`src/rtl/rv32i_multicycle_ctrl_pkg.sv`:
```
// Shared encodings for the RV32I multicycle controller: opcodes, FSM states,
// ALU operation codes, immediate-format selects and trap causes.
package rv32_ctrl_pkg;

  localparam logic [6:0] OPC_LOAD   = 7'b0000011;
  localparam logic [6:0] OPC_STORE  = 7'b0100011;
  localparam logic [6:0] OPC_BRANCH = 7'b1100011;
  localparam logic [6:0] OPC_OP     = 7'b0110011;
  localparam logic [6:0] OPC_OP_IMM = 7'b0010011;

  typedef enum logic [2:0] {
    S_FETCH  = 3'd0,
    S_DECODE = 3'd1,
    S_EXEC   = 3'd2,
    S_MEM    = 3'd3,
    S_WB     = 3'd4,
    S_TRAP   = 3'd5
  } state_e;

  localparam logic [3:0] ALU_ADD  = 4'd0;
  localparam logic [3:0] ALU_SUB  = 4'd1;
  localparam logic [3:0] ALU_SLL  = 4'd2;
  localparam logic [3:0] ALU_SLT  = 4'd3;
  localparam logic [3:0] ALU_SLTU = 4'd4;
  localparam logic [3:0] ALU_XOR  = 4'd5;
  localparam logic [3:0] ALU_SRL  = 4'd6;
  localparam logic [3:0] ALU_SRA  = 4'd7;
  localparam logic [3:0] ALU_OR   = 4'd8;
  localparam logic [3:0] ALU_AND  = 4'd9;

  localparam logic [1:0] IMM_I = 2'd0;
  localparam logic [1:0] IMM_S = 2'd1;
  localparam logic [1:0] IMM_B = 2'd2;

  localparam logic [1:0] CAUSE_NONE    = 2'd0;
  localparam logic [1:0] CAUSE_ILLEGAL = 2'd1;
  localparam logic [1:0] CAUSE_TIMEOUT = 2'd2;

  // Immediate format implied by the opcode; I-format covers LOAD and OP-IMM.
  function automatic logic [1:0] imm_sel_of(input logic [6:0] opcode);
    case (opcode)
      OPC_STORE:  return IMM_S;
      OPC_BRANCH: return IMM_B;
      default:    return IMM_I;
    endcase
  endfunction

endpackage

```
`src/rtl/rv32i_multicycle_ctrl_alu_op_decoder.sv`:
```
// Maps opcode/funct3/funct7 to an ALU operation and flags encodings the
// controller does not support.
module alu_op_decoder
  import rv32_ctrl_pkg::*;
(
  input  logic [6:0] opcode_i,
  input  logic [2:0] funct3_i,
  input  logic [6:0] funct7_i,
  output logic [3:0] alu_op_o,
  output logic       illegal_o
);

  logic [3:0] arith_op_s;

  // funct3 selects the operation; funct7[5] only distinguishes SRA from SRL here.
  always_comb begin
    case (funct3_i)
      3'b000:  arith_op_s = ALU_ADD;
      3'b001:  arith_op_s = ALU_SLL;
      3'b010:  arith_op_s = ALU_SLT;
      3'b011:  arith_op_s = ALU_SLTU;
      3'b100:  arith_op_s = ALU_XOR;
      3'b101:  arith_op_s = funct7_i[5] ? ALU_SRA : ALU_SRL;
      3'b110:  arith_op_s = ALU_OR;
      3'b111:  arith_op_s = ALU_AND;
      default: arith_op_s = ALU_ADD;
    endcase
  end

  always_comb begin
    alu_op_o  = ALU_ADD;
    illegal_o = 1'b0;
    case (opcode_i)
      OPC_LOAD:   illegal_o = (funct3_i == 3'b011) || (funct3_i[2:1] == 2'b11);
      OPC_STORE:  illegal_o = (funct3_i > 3'b010);
      OPC_BRANCH: begin
        alu_op_o  = ALU_SUB;
        illegal_o = (funct3_i[2:1] == 2'b01);
      end
      OPC_OP: begin
        alu_op_o  = ((funct3_i == 3'b000) && funct7_i[5]) ? ALU_SUB : arith_op_s;
        illegal_o = !((funct7_i == 7'b0000000) ||
                      ((funct7_i == 7'b0100000) &&
                       ((funct3_i == 3'b000) || (funct3_i == 3'b101))));
      end
      OPC_OP_IMM: begin
        alu_op_o = arith_op_s;
        if (funct3_i == 3'b001) begin
          illegal_o = (funct7_i != 7'b0000000);
        end else if (funct3_i == 3'b101) begin
          illegal_o = (funct7_i != 7'b0000000) && (funct7_i != 7'b0100000);
        end else begin
          illegal_o = 1'b0;
        end
      end
      default:    illegal_o = 1'b1;
    endcase
  end

endmodule

```
`src/rtl/rv32i_multicycle_ctrl.sv`:
```
// Multicycle RV32I control FSM: sequences fetch/decode/execute/memory/writeback
// over a single shared memory port and traps on illegal opcodes or stalled memory.
module rv32i_multicycle_ctrl
  import rv32_ctrl_pkg::*;
#(
  parameter int unsigned MEM_TIMEOUT = 16
) (
  input  logic        clk,
  input  logic        rst_n,
  input  logic [31:0] instr,
  input  logic        mem_ready,
  input  logic        alu_zero,
  input  logic        alu_lt,
  input  logic        alu_ltu,
  output logic        mem_req,
  output logic        mem_we,
  output logic        iord,
  output logic        ir_write,
  output logic        pc_write,
  output logic        pc_src,
  output logic        alu_out_write,
  output logic [1:0]  imm_sel,
  output logic        alu_src_a,
  output logic        alu_src_b,
  output logic [3:0]  alu_op,
  output logic        reg_write,
  output logic        wb_sel,
  output logic        trap,
  output logic [1:0]  trap_cause,
  output logic [2:0]  state
);

  state_e      state_q, state_d;
  logic [31:0] cnt_q, cnt_d;
  logic [1:0]  cause_q, cause_d;

  logic [6:0] opcode_s;
  logic [2:0] funct3_s;
  logic [6:0] funct7_s;
  logic [3:0] dec_op_s;
  logic       illegal_s;
  logic       taken_s;
  logic       timeout_s;
  logic       unused_instr_s;

  assign opcode_s       = instr[6:0];
  assign funct3_s       = instr[14:12];
  assign funct7_s       = instr[31:25];
  assign unused_instr_s = ^{instr[24:15], instr[11:7]};

  // Counter holds the waits already spent; this wait is the one that reaches the limit.
  assign timeout_s = (MEM_TIMEOUT != 32'd0) && ((cnt_q + 32'd1) == MEM_TIMEOUT);

  alu_op_decoder u_dec (
    .opcode_i  (opcode_s),
    .funct3_i  (funct3_s),
    .funct7_i  (funct7_s),
    .alu_op_o  (dec_op_s),
    .illegal_o (illegal_s)
  );

  // Branch condition from funct3 and the ALU compare flags.
  always_comb begin
    case (funct3_s)
      3'b000:  taken_s = alu_zero;
      3'b001:  taken_s = !alu_zero;
      3'b100:  taken_s = alu_lt;
      3'b101:  taken_s = !alu_lt;
      3'b110:  taken_s = alu_ltu;
      3'b111:  taken_s = !alu_ltu;
      default: taken_s = 1'b0;
    endcase
  end

  // Next state and control outputs; reset gates every enable so an access drops at once.
  always_comb begin
    state_d       = state_q;
    cnt_d         = 32'd0;
    cause_d       = cause_q;
    mem_req       = 1'b0;
    mem_we        = 1'b0;
    iord          = 1'b0;
    ir_write      = 1'b0;
    pc_write      = 1'b0;
    pc_src        = 1'b0;
    alu_out_write = 1'b0;
    imm_sel       = imm_sel_of(opcode_s);
    alu_src_a     = 1'b0;
    alu_src_b     = 1'b0;
    alu_op        = ALU_ADD;
    reg_write     = 1'b0;
    wb_sel        = 1'b0;
    if (!rst_n) begin
      state_d = S_FETCH;
    end else begin
      case (state_q)
        S_FETCH: begin
          mem_req = 1'b1;
          if (mem_ready) begin
            ir_write = 1'b1;
            pc_write = 1'b1;
            state_d  = S_DECODE;
          end else if (timeout_s) begin
            state_d = S_TRAP;
            cause_d = CAUSE_TIMEOUT;
          end else begin
            cnt_d = cnt_q + 32'd1;
          end
        end
        S_DECODE: begin
          alu_src_b     = 1'b1;
          alu_out_write = 1'b1;
          if (illegal_s) begin
            state_d = S_TRAP;
            cause_d = CAUSE_ILLEGAL;
          end else begin
            state_d = S_EXEC;
          end
        end
        S_EXEC: begin
          alu_src_a = 1'b1;
          alu_op    = dec_op_s;
          if (opcode_s == OPC_BRANCH) begin
            // ALUOut keeps the target computed in DECODE.
            pc_write = taken_s;
            pc_src   = taken_s;
            state_d  = S_FETCH;
          end else if ((opcode_s == OPC_LOAD) || (opcode_s == OPC_STORE)) begin
            alu_src_b     = 1'b1;
            alu_out_write = 1'b1;
            state_d       = S_MEM;
          end else begin
            alu_src_b     = (opcode_s == OPC_OP_IMM);
            alu_out_write = 1'b1;
            state_d       = S_WB;
          end
        end
        S_MEM: begin
          mem_req = 1'b1;
          iord    = 1'b1;
          mem_we  = (opcode_s == OPC_STORE);
          if (mem_ready) begin
            state_d = (opcode_s == OPC_STORE) ? S_FETCH : S_WB;
          end else if (timeout_s) begin
            state_d = S_TRAP;
            cause_d = CAUSE_TIMEOUT;
          end else begin
            cnt_d = cnt_q + 32'd1;
          end
        end
        S_WB: begin
          reg_write = 1'b1;
          wb_sel    = (opcode_s == OPC_LOAD);
          state_d   = S_FETCH;
        end
        S_TRAP:  state_d = S_TRAP;
        default: state_d = S_FETCH;
      endcase
    end
  end

  assign trap       = (state_q == S_TRAP);
  assign trap_cause = cause_q;
  assign state      = state_q;

  // State, wait counter and sticky trap cause.
  always_ff @(posedge clk or negedge rst_n) begin
    if (!rst_n) begin
      state_q <= S_FETCH;
      cnt_q   <= 32'd0;
      cause_q <= CAUSE_NONE;
    end else begin
      state_q <= state_d;
      cnt_q   <= cnt_d;
      cause_q <= cause_d;
    end
  end

endmodule
```
`config.mk`:
```
export PLATFORM = sky130hd
export DESIGN_NAME = rv32i_multicycle_ctrl
export DESIGN_NICKNAME = d
export VERILOG_FILES = /design/src/rtl/rv32i_multicycle_ctrl_pkg.sv /design/src/rtl/rv32i_multicycle_ctrl_alu_op_decoder.sv /design/src/rtl/rv32i_multicycle_ctrl.sv
export SDC_FILE = /design/constraint.sdc
export NUM_CORES = 1
export LEC_CHECK = 0
export CELL_PAD_IN_SITES_DETAIL_PLACEMENT = 0
export CELL_PAD_IN_SITES_GLOBAL_PLACEMENT = 1
export CORE_ASPECT_RATIO = 1.5
export CORE_MARGIN = 2
export CORE_UTILIZATION = 25
export DETAILED_ROUTE_END_ITERATION = 8
export PLACE_DENSITY = 0.63
export SYNTH_ARGS = -nofsm -noshare
export SYNTH_HDL_FRONTEND = slang
export SYNTH_SLANG_ARGS = --single-unit
```
`constraint.sdc`:
```
create_clock -name clk -period 3.3 [get_ports clk]
set_clock_uncertainty 0.2 [all_clocks]
set_input_delay 0.99 -clock clk [delete_from_list [all_inputs] [get_ports clk]]
set_output_delay 0.99 -clock clk [all_outputs]
set_load 0.03 [all_outputs]
```
==> results.py, run 1 <==
metrics = {
    "status": {
        "status": "finished clean",
    },
    "setup_path": {
        "worst-path-max-fanout": 3,
        "path_class": "input port to output pin",
        "worstPathArrival_ps": 2080,
        "r2r_start": "cnt_q[4]",
        "r2r_cells": 11,
        "startpoint_type": "input port",
        "slowest_stage": "or2_4",
        "crit_chain": "clkdlybuf4s15_2, xnor2_1, nor3_1, a21oi_2, nor3_4, or2_4, buf_6",
        "end_kind": "output pin",
        "cpPeakStageDelay_ps": 230,
        "rr_endpoint": "cnt_q[9]",
        "cp.required_ps": 2110,
        "rrSetupSlack_ps": 220,
    },
    "synthesis": {
        "yosysWarningCount": 0,
        "ys_seq_area_share_pct": 33.61,
        "ys.flop_type": "dfrtp_1",
        "synthMuxAreaShare_pct": 2.725,
        "synth-edff-count": 0,
        "synthAdderAreaFrac_pct": 0.4541,
        "synth_top_family_by_area": "simple AND/OR/NAND/NOR gates",
        "syn_avg_cell_area_um2": 8.175,
        "synthDistinctLibCells": 56,
        "synth_seq_cells": 37,
        "synth-compound-area-share_pct": 11.53,
        "synthXorXnorAreaFrac_pct": 10.81,
        "syn_inst": 337,
        "async_flop_share_pct": 100.0,
        "syn-cell-area_mm2": 0.002755,
        "synthSimpleGateAreaFrac_pct": 36.65,
        "synth_nets": 376,
    },
    "sta": {
        "hold_viol": 0,
        "slew_viol_final": 0,
        "period_share_pct": 98.99,
        "finalCriticalPeriod_ps": 3267,
        "rsz0062_at_grt": "yes",
        "clock.fmax_ghz": 0.3061,
        "slew_headroom_pct": 69.38,
        "fin_ws_ps": 33.28,
        "worst_slew_pin_slew_ps": 446.5,
        "setup_viol": 0,
    },
    "clocking": {
        "cts.sinks": 37,
        "clockBufferDepth": 2,
        "clk_latency_ps": 280,
        "cts_max_level": 2,
        "numCtsBuffers": 5,
        "cts_root_buffer": "clkbuf_16",
        "cts.clk_slew.worst_paths_ps": 60,
        "cts_tree": "yes",
    },
    "die": {
        "start_util_pct": 25.32,
        "die-height_um": 132.6,
        "dieArea_mm2": 0.01189,
        "io_pins": 61,
        "die_x_um": 89.72,
        "coreArea_mm2": 0.01088,
        "rows": 47,
    },
    "place": {
        "detailedPlace.worstSlack_ps": -728.5,
        "gp_congestion": 0.8337,
        "placed_cell_area_mm2": 0.003640,
        "dp_hpwl_mm": 6.308,
        "dp_cells": 558,
        "port_buffers": 45,
    },
    "power": {
        "power.internal_uw": 913.6,
        "p_leak_nw": 1.658,
        "combPwrFrac_pct": 14.4,
        "power_frac_seq_pct": 38.6,
        "power.density_mw_per_mm2": 303.9,
        "switching_power_uw": 280.5,
        "clkPwrFrac_pct": 47.1,
        "p_sw_share_pct": 23.49,
        "ir_worst_vdd_uv": 290.8,
    },
    "min_path": {
        "worstHoldStart": "trap_cause[0]",
        "min_path_cells": 1,
        "hp-class": "flop to flop",
        "min_to": "trap_cause[0]",
    },
    "layout": {
        "layout-drive-gt1-share_pct": 27.12,
        "fillers": 1158,
        "multi_input_area_mm2": 0.001809,
        "fin_area_mm2": 0.003929,
        "layout_common_cells": "59 x nor2_1, 56 x buf_4, 37 x dfrtp_1",
        "areaGrowthSynthToFinish_pct": 42.60,
        "num_antenna_cells": 0,
        "fin_cells": 571,
        "mostFrequentLayoutCell": "nor2_1",
        "nets": 462,
        "regArea_um2": 925.9,
    },
    "route": {
        "drt_iter0_drc": 92,
        "finalWirelength_mm": 8.274,
        "ant_nets": 0,
        "wire_per_inst_um": 14.49,
        "drc_errors": 0,
        "routed_via_density": 4.806,
        "first_pass_iters": 4,
        "vias": 2744,
    },
    "global_route": {
        "grt_first_pass_wirelength_mm": 14.50,
        "antenna_found_initial": 0,
        "grt_use_total_pct": 14.75,
        "grt_overflow": 0,
        "grt_pass1_vias": 2915,
        "grt_max_degree": 33,
    },
    "job": {
        "cap_viol_max_count": 0,
    },
}
flip-flops by register name (all words and copies together), names as in the netlist:
name / count
cnt_q: 32
state: 3
trap_cause: 2
metrics by stage:
step	setup TNS [ps]	hold WS, ps	util (%)	total power [mW]
global route	-48.58	372.1	36.11	1.248
CTS	0	327.8	35.73	1.211
detailed placement	-5190	314.6	33.46	0.6329
floorplan	-385.9	326.3	-	0.5394
finish	0	315.9	36.11	1.194
global placement	-4893	314.3	33.46	0.6323
Yosys cell counts (all sizes together) (6+ instances only):
| cell | instances | area [um2] |
|---|---|---|
| a21oi | 13 | 65.06 |
| and2 | 6 | 37.53 |
| and3 | 12 | 75.07 |
| clkbuf | 11 | 41.29 |
| dfrtp | 37 | 925.9 |
| inv | 12 | 45.04 |
| mux2i | 6 | 60.06 |
| nand2 | 23 | 86.33 |
| nand3 | 24 | 142.6 |
| nand4 | 15 | 115.1 |
| nor2 | 61 | 229.0 |
| nor3 | 13 | 76.33 |
| o21ai | 12 | 60.06 |
| xnor2 | 22 | 192.7 |
| xor2 | 12 | 105.1 |
critical path: cells and delay by family:
| family | cells | cell delay, ps |
|---|---|---|
| buffers and inverters | 2 | 360 |
| xor gates and xnor gates | 1 | 190 |
| AOI/OAI and AO/OA | 1 | 180 |
| and+or+nand+nor | 3 | 370 |
power groups by stage:
stage          Sequential (mW)  Combinational (mW)  Clock, mW
3_3_place_gp             0.468               0.164          0
3_5_place_dp             0.468               0.165          0
2_1_floorplan            0.474              0.0659          0
4_1_cts                  0.460               0.169      0.582
6_report                 0.460               0.172      0.562
5_1_grt                  0.461               0.188      0.600
final cells by class:
cell class / count / share of cell area (%)
Clock buffer: 7 / 3.631
Inverter: 12 / 1.146
Tap cell: 147 / 4.682
Multi-Input combinational cell: 272 / 46.05
Sequential cell: 37 / 23.57
Clock inverter: 1 / 0.7643
Timing Repair Buffer: 95 / 20.16
worst max-delay path by stage:
| stage | start | endpoint |
|---|---|---|
| floorplan | instr[3] | pc_write |
| global placement | instr[0] | alu_src_b |
| detailed placement | instr[0] | alu_src_b |
| CTS | alu_zero | pc_write |
| global route | instr[12] | pc_write |
| finish | instr[12] | pc_write |
cell families after synthesis:
kind of cell	count (synthesis)
AND/OR/NAND/NOR	184
AO/OA/AOI/OAI	46
flip-flops	37
XOR/XNOR	34
buffers and inverters	28
multiplexers	7
adder cells (fa/ha/maj)	1
timing repair:
action,4_1_cts,5_1_grt
endpoints found under the setup margin,12,42
hold buffers,0,0
setup buffers,4,1
resized for setup,55,25
pin swaps,8,9
routing by layer:
layer / track usage, % / wire (um)
met3: 2.847 / 316
met4: 6.154 / 280
met2: 27.53 / 4352
met5: 0 / 0
met1: 16.23 / 3324
Power figures use the tool's default switching activity.
==> run 2: changes to the inputs <==
--- a/config.mk
+++ b/config.mk
@@ -5,13 +5,14 @@
 export SDC_FILE = /design/constraint.sdc
 export NUM_CORES = 1
 export LEC_CHECK = 0
+export CAP_MARGIN = 10
 export CELL_PAD_IN_SITES_DETAIL_PLACEMENT = 0
 export CELL_PAD_IN_SITES_GLOBAL_PLACEMENT = 1
 export CORE_ASPECT_RATIO = 1.5
 export CORE_MARGIN = 2
 export CORE_UTILIZATION = 25
 export DETAILED_ROUTE_END_ITERATION = 8
-export PLACE_DENSITY = 0.63
+export PLACE_DENSITY_LB_ADDON = 0.1
 export SYNTH_ARGS = -nofsm -noshare
 export SYNTH_HDL_FRONTEND = slang
 export SYNTH_SLANG_ARGS = --single-unit
==> run 2 against run 1 <==
  * Register-to-register slack better by 40 ps
  * Worst hold slack worse by 11 ps
  * Global-route usage up 0.80 points
  * Combinational power about the same
  * Via count up 2.1%
  * Sequential cell count unchanged
  * Non-clock buffer count up 13
  * Clock power down 15%
  * Critical endpoint unchanged
  * Largest power group unchanged
  * Highest routed layer unchanged
==> results.py, run 2 (synthesized netlist as in run 1, its figures left out) <==
metrics = {
    "global_route": {
        "antenna_found_initial": 0,
        "grt_overflow": 0,
        "grt_use_total_pct": 15.55,
        "grt_max_degree": 40,
        "grt_first_pass_wirelength_mm": 14.63,
        "grt_pass1_vias": 2822,
    },
    "setup_path": {
        "path_class": "input port to output pin",
        "worstPathArrival_ps": 2070,
        "cp.required_ps": 2110,
        "worst-path-max-fanout": 2,
        "startpoint_type": "input port",
        "end_kind": "output pin",
    },
    "power": {
        "switching_power_uw": 297.6,
        "power.internal_uw": 811.6,
        "power_frac_seq_pct": 41.4,
        "power.density_mw_per_mm2": 279.0,
        "combPwrFrac_pct": 15.4,
        "total_power_mw": 1.109,
        "ir_worst_vdd_uv": 170.8,
        "clkPwrFrac_pct": 43.2,
        "p_leak_nw": 1.690,
        "p_sw_share_pct": 26.83,
    },
    "die": {
        "start_util_pct": 25.32,
        "coreArea_mm2": 0.01088,
        "dieArea_mm2": 0.01189,
        "rows": 47,
        "die_x_um": 89.72,
        "io_pins": 61,
        "die-height_um": 132.6,
    },
    "layout": {
        "layout_common_cells": "70 x buf_4, 60 x nor2_1, 37 x dfrtp_1",
        "mostFrequentLayoutCell": "buf_4",
        "nets": 475,
        "layout-drive-gt1-share_pct": 29.06,
        "num_antenna_cells": 0,
        "fillers": 1173,
        "largest_reg_flops": 32,
        "regArea_um2": 925.9,
        "areaGrowthSynthToFinish_pct": 44.28,
        "fin_cells": 584,
        "multi_input_area_mm2": 0.001787,
        "top_register": "cnt_q",
    },
    "route": {
        "route.met2.wl_mm": 4.916,
        "wire_per_inst_um": 15.37,
        "met3_length_um": 345,
        "first_pass_iters": 4,
        "routed_via_density": 4.796,
        "top_layer": "met4",
        "ant_nets": 0,
        "drt_iter0_drc": 87,
        "wl_met1_mm": 3.441,
        "finalWirelength_mm": 8.976,
        "drc_errors": 0,
        "vias": 2801,
    },
    "clocking": {
        "cts_max_level": 2,
        "cts_root_buffer": "clkbuf_16",
        "cts.sinks": 37,
        "clk_latency_ps": 290,
        "cts.clk_slew.worst_paths_ps": 60,
        "numCtsBuffers": 5,
        "clockBufferDepth": 2,
        "cts_tree": "yes",
        "cts_hold_buf": 0,
    },
    "place": {
        "dp_cells": 572,
        "port_buffers": 45,
        "gp_congestion": 0.8297,
        "detailedPlace.worstSlack_ps": -732.0,
        "dp_hpwl_mm": 6.895,
    },
    "sta": {
        "period_share_pct": 98.68,
        "slew_headroom_pct": 64.14,
        "hold_viol": 0,
        "finalCriticalPeriod_ps": 3257,
        "fin_ws_ps": 43.40,
        "setup_viol": 0,
        "clock.fmax_ghz": 0.3071,
        "holdWs_ps": 304.7,
        "worst_slew_pin_slew_ps": 531.1,
        "slew_viol_final": 0,
    },
    "status": {
        "status": "finished clean",
    },
    "min_path": {
        "hp-class": "flop to flop",
    },
    "job": {
        "cap_viol_max_count": 0,
    },
}
run 2: cell count changes in the layout (fill, tap and decap cells not counted), sizes merged:
cell and change:
bufinv -1, clkinv +2, buf +13, clkbuf -3, dlygate4sd2 +1, clkinvlp +1
run 2: critical path: stages:
cell and delay, ps:
dlygate4sd2_1 240, xnor2_1 130, nor3_2 200, a21oi_2 70, nor3_4 190, or2_4 140
buf_6 120
run 2: routing by layer:
layer	vias up	global-route usage (%)
met5	-	0
li1	1386	-
met3	16	2.847
met1	1333	16.33
met4	0	7.094
met2	66	29.76
run 2: worst paths after layout:
check                                    from  slack (ps)  depth (start not counted)             to
worst max-delay path                 alu_zero          40                          7       pc_write
worst min-delay path            trap_cause[0]         300                          1  trap_cause[0]
worst max register to register       cnt_q[3]         260                         11      cnt_q[19]
worst min register to register  trap_cause[0]         300                          1  trap_cause[0]
max in group asynchronous               rst_n        1850                          2      cnt_q[17]
min in group asynchronous               rst_n         670                          2       state[1]
run 2: final cells by class:
| type | count | share of cell area (%) |
|---|---|---|
| inverters | 12 | 1.133 |
| well taps | 147 | 4.627 |
| multi-input cells | 272 | 44.95 |
| clock inverters | 3 | 0.4407 |
| clock buffers | 5 | 3.148 |
| repair buffers | 108 | 22.41 |
| flip-flops and latches | 37 | 23.29 |
run 2: power groups by stage:
stage,clock (mW),combinational [mW],sequential (mW)
2_1_floorplan,0,0.0659,0.474
3_3_place_gp,0,0.169,0.468
3_5_place_dp,0,0.169,0.468
4_1_cts,0.501,0.174,0.459
5_1_grt,0.517,0.185,0.460
6_report,0.479,0.171,0.460
run 2: per-stage QoR:
stage	setup TNS, ps	utilization (%)	instance area, um2
CTS	0	36.49	3970
global route	-1.245	36.54	3975
finish	0	36.54	3975
global placement	-5541	34.54	3757
detailed placement	-5709	34.54	3757
floorplan	-385.9	-	2781
run 2: what timing repair did:
| item | in CTS | in global routing |
|---|---|---|
| endpoints found under the setup margin | 13 | 8 |
| resized for setup | 56 | 11 |
| hold endpoints to repair | 0 | 0 |
| pin swaps | 8 | 10 |
| setup buffers | 3 | 1 |
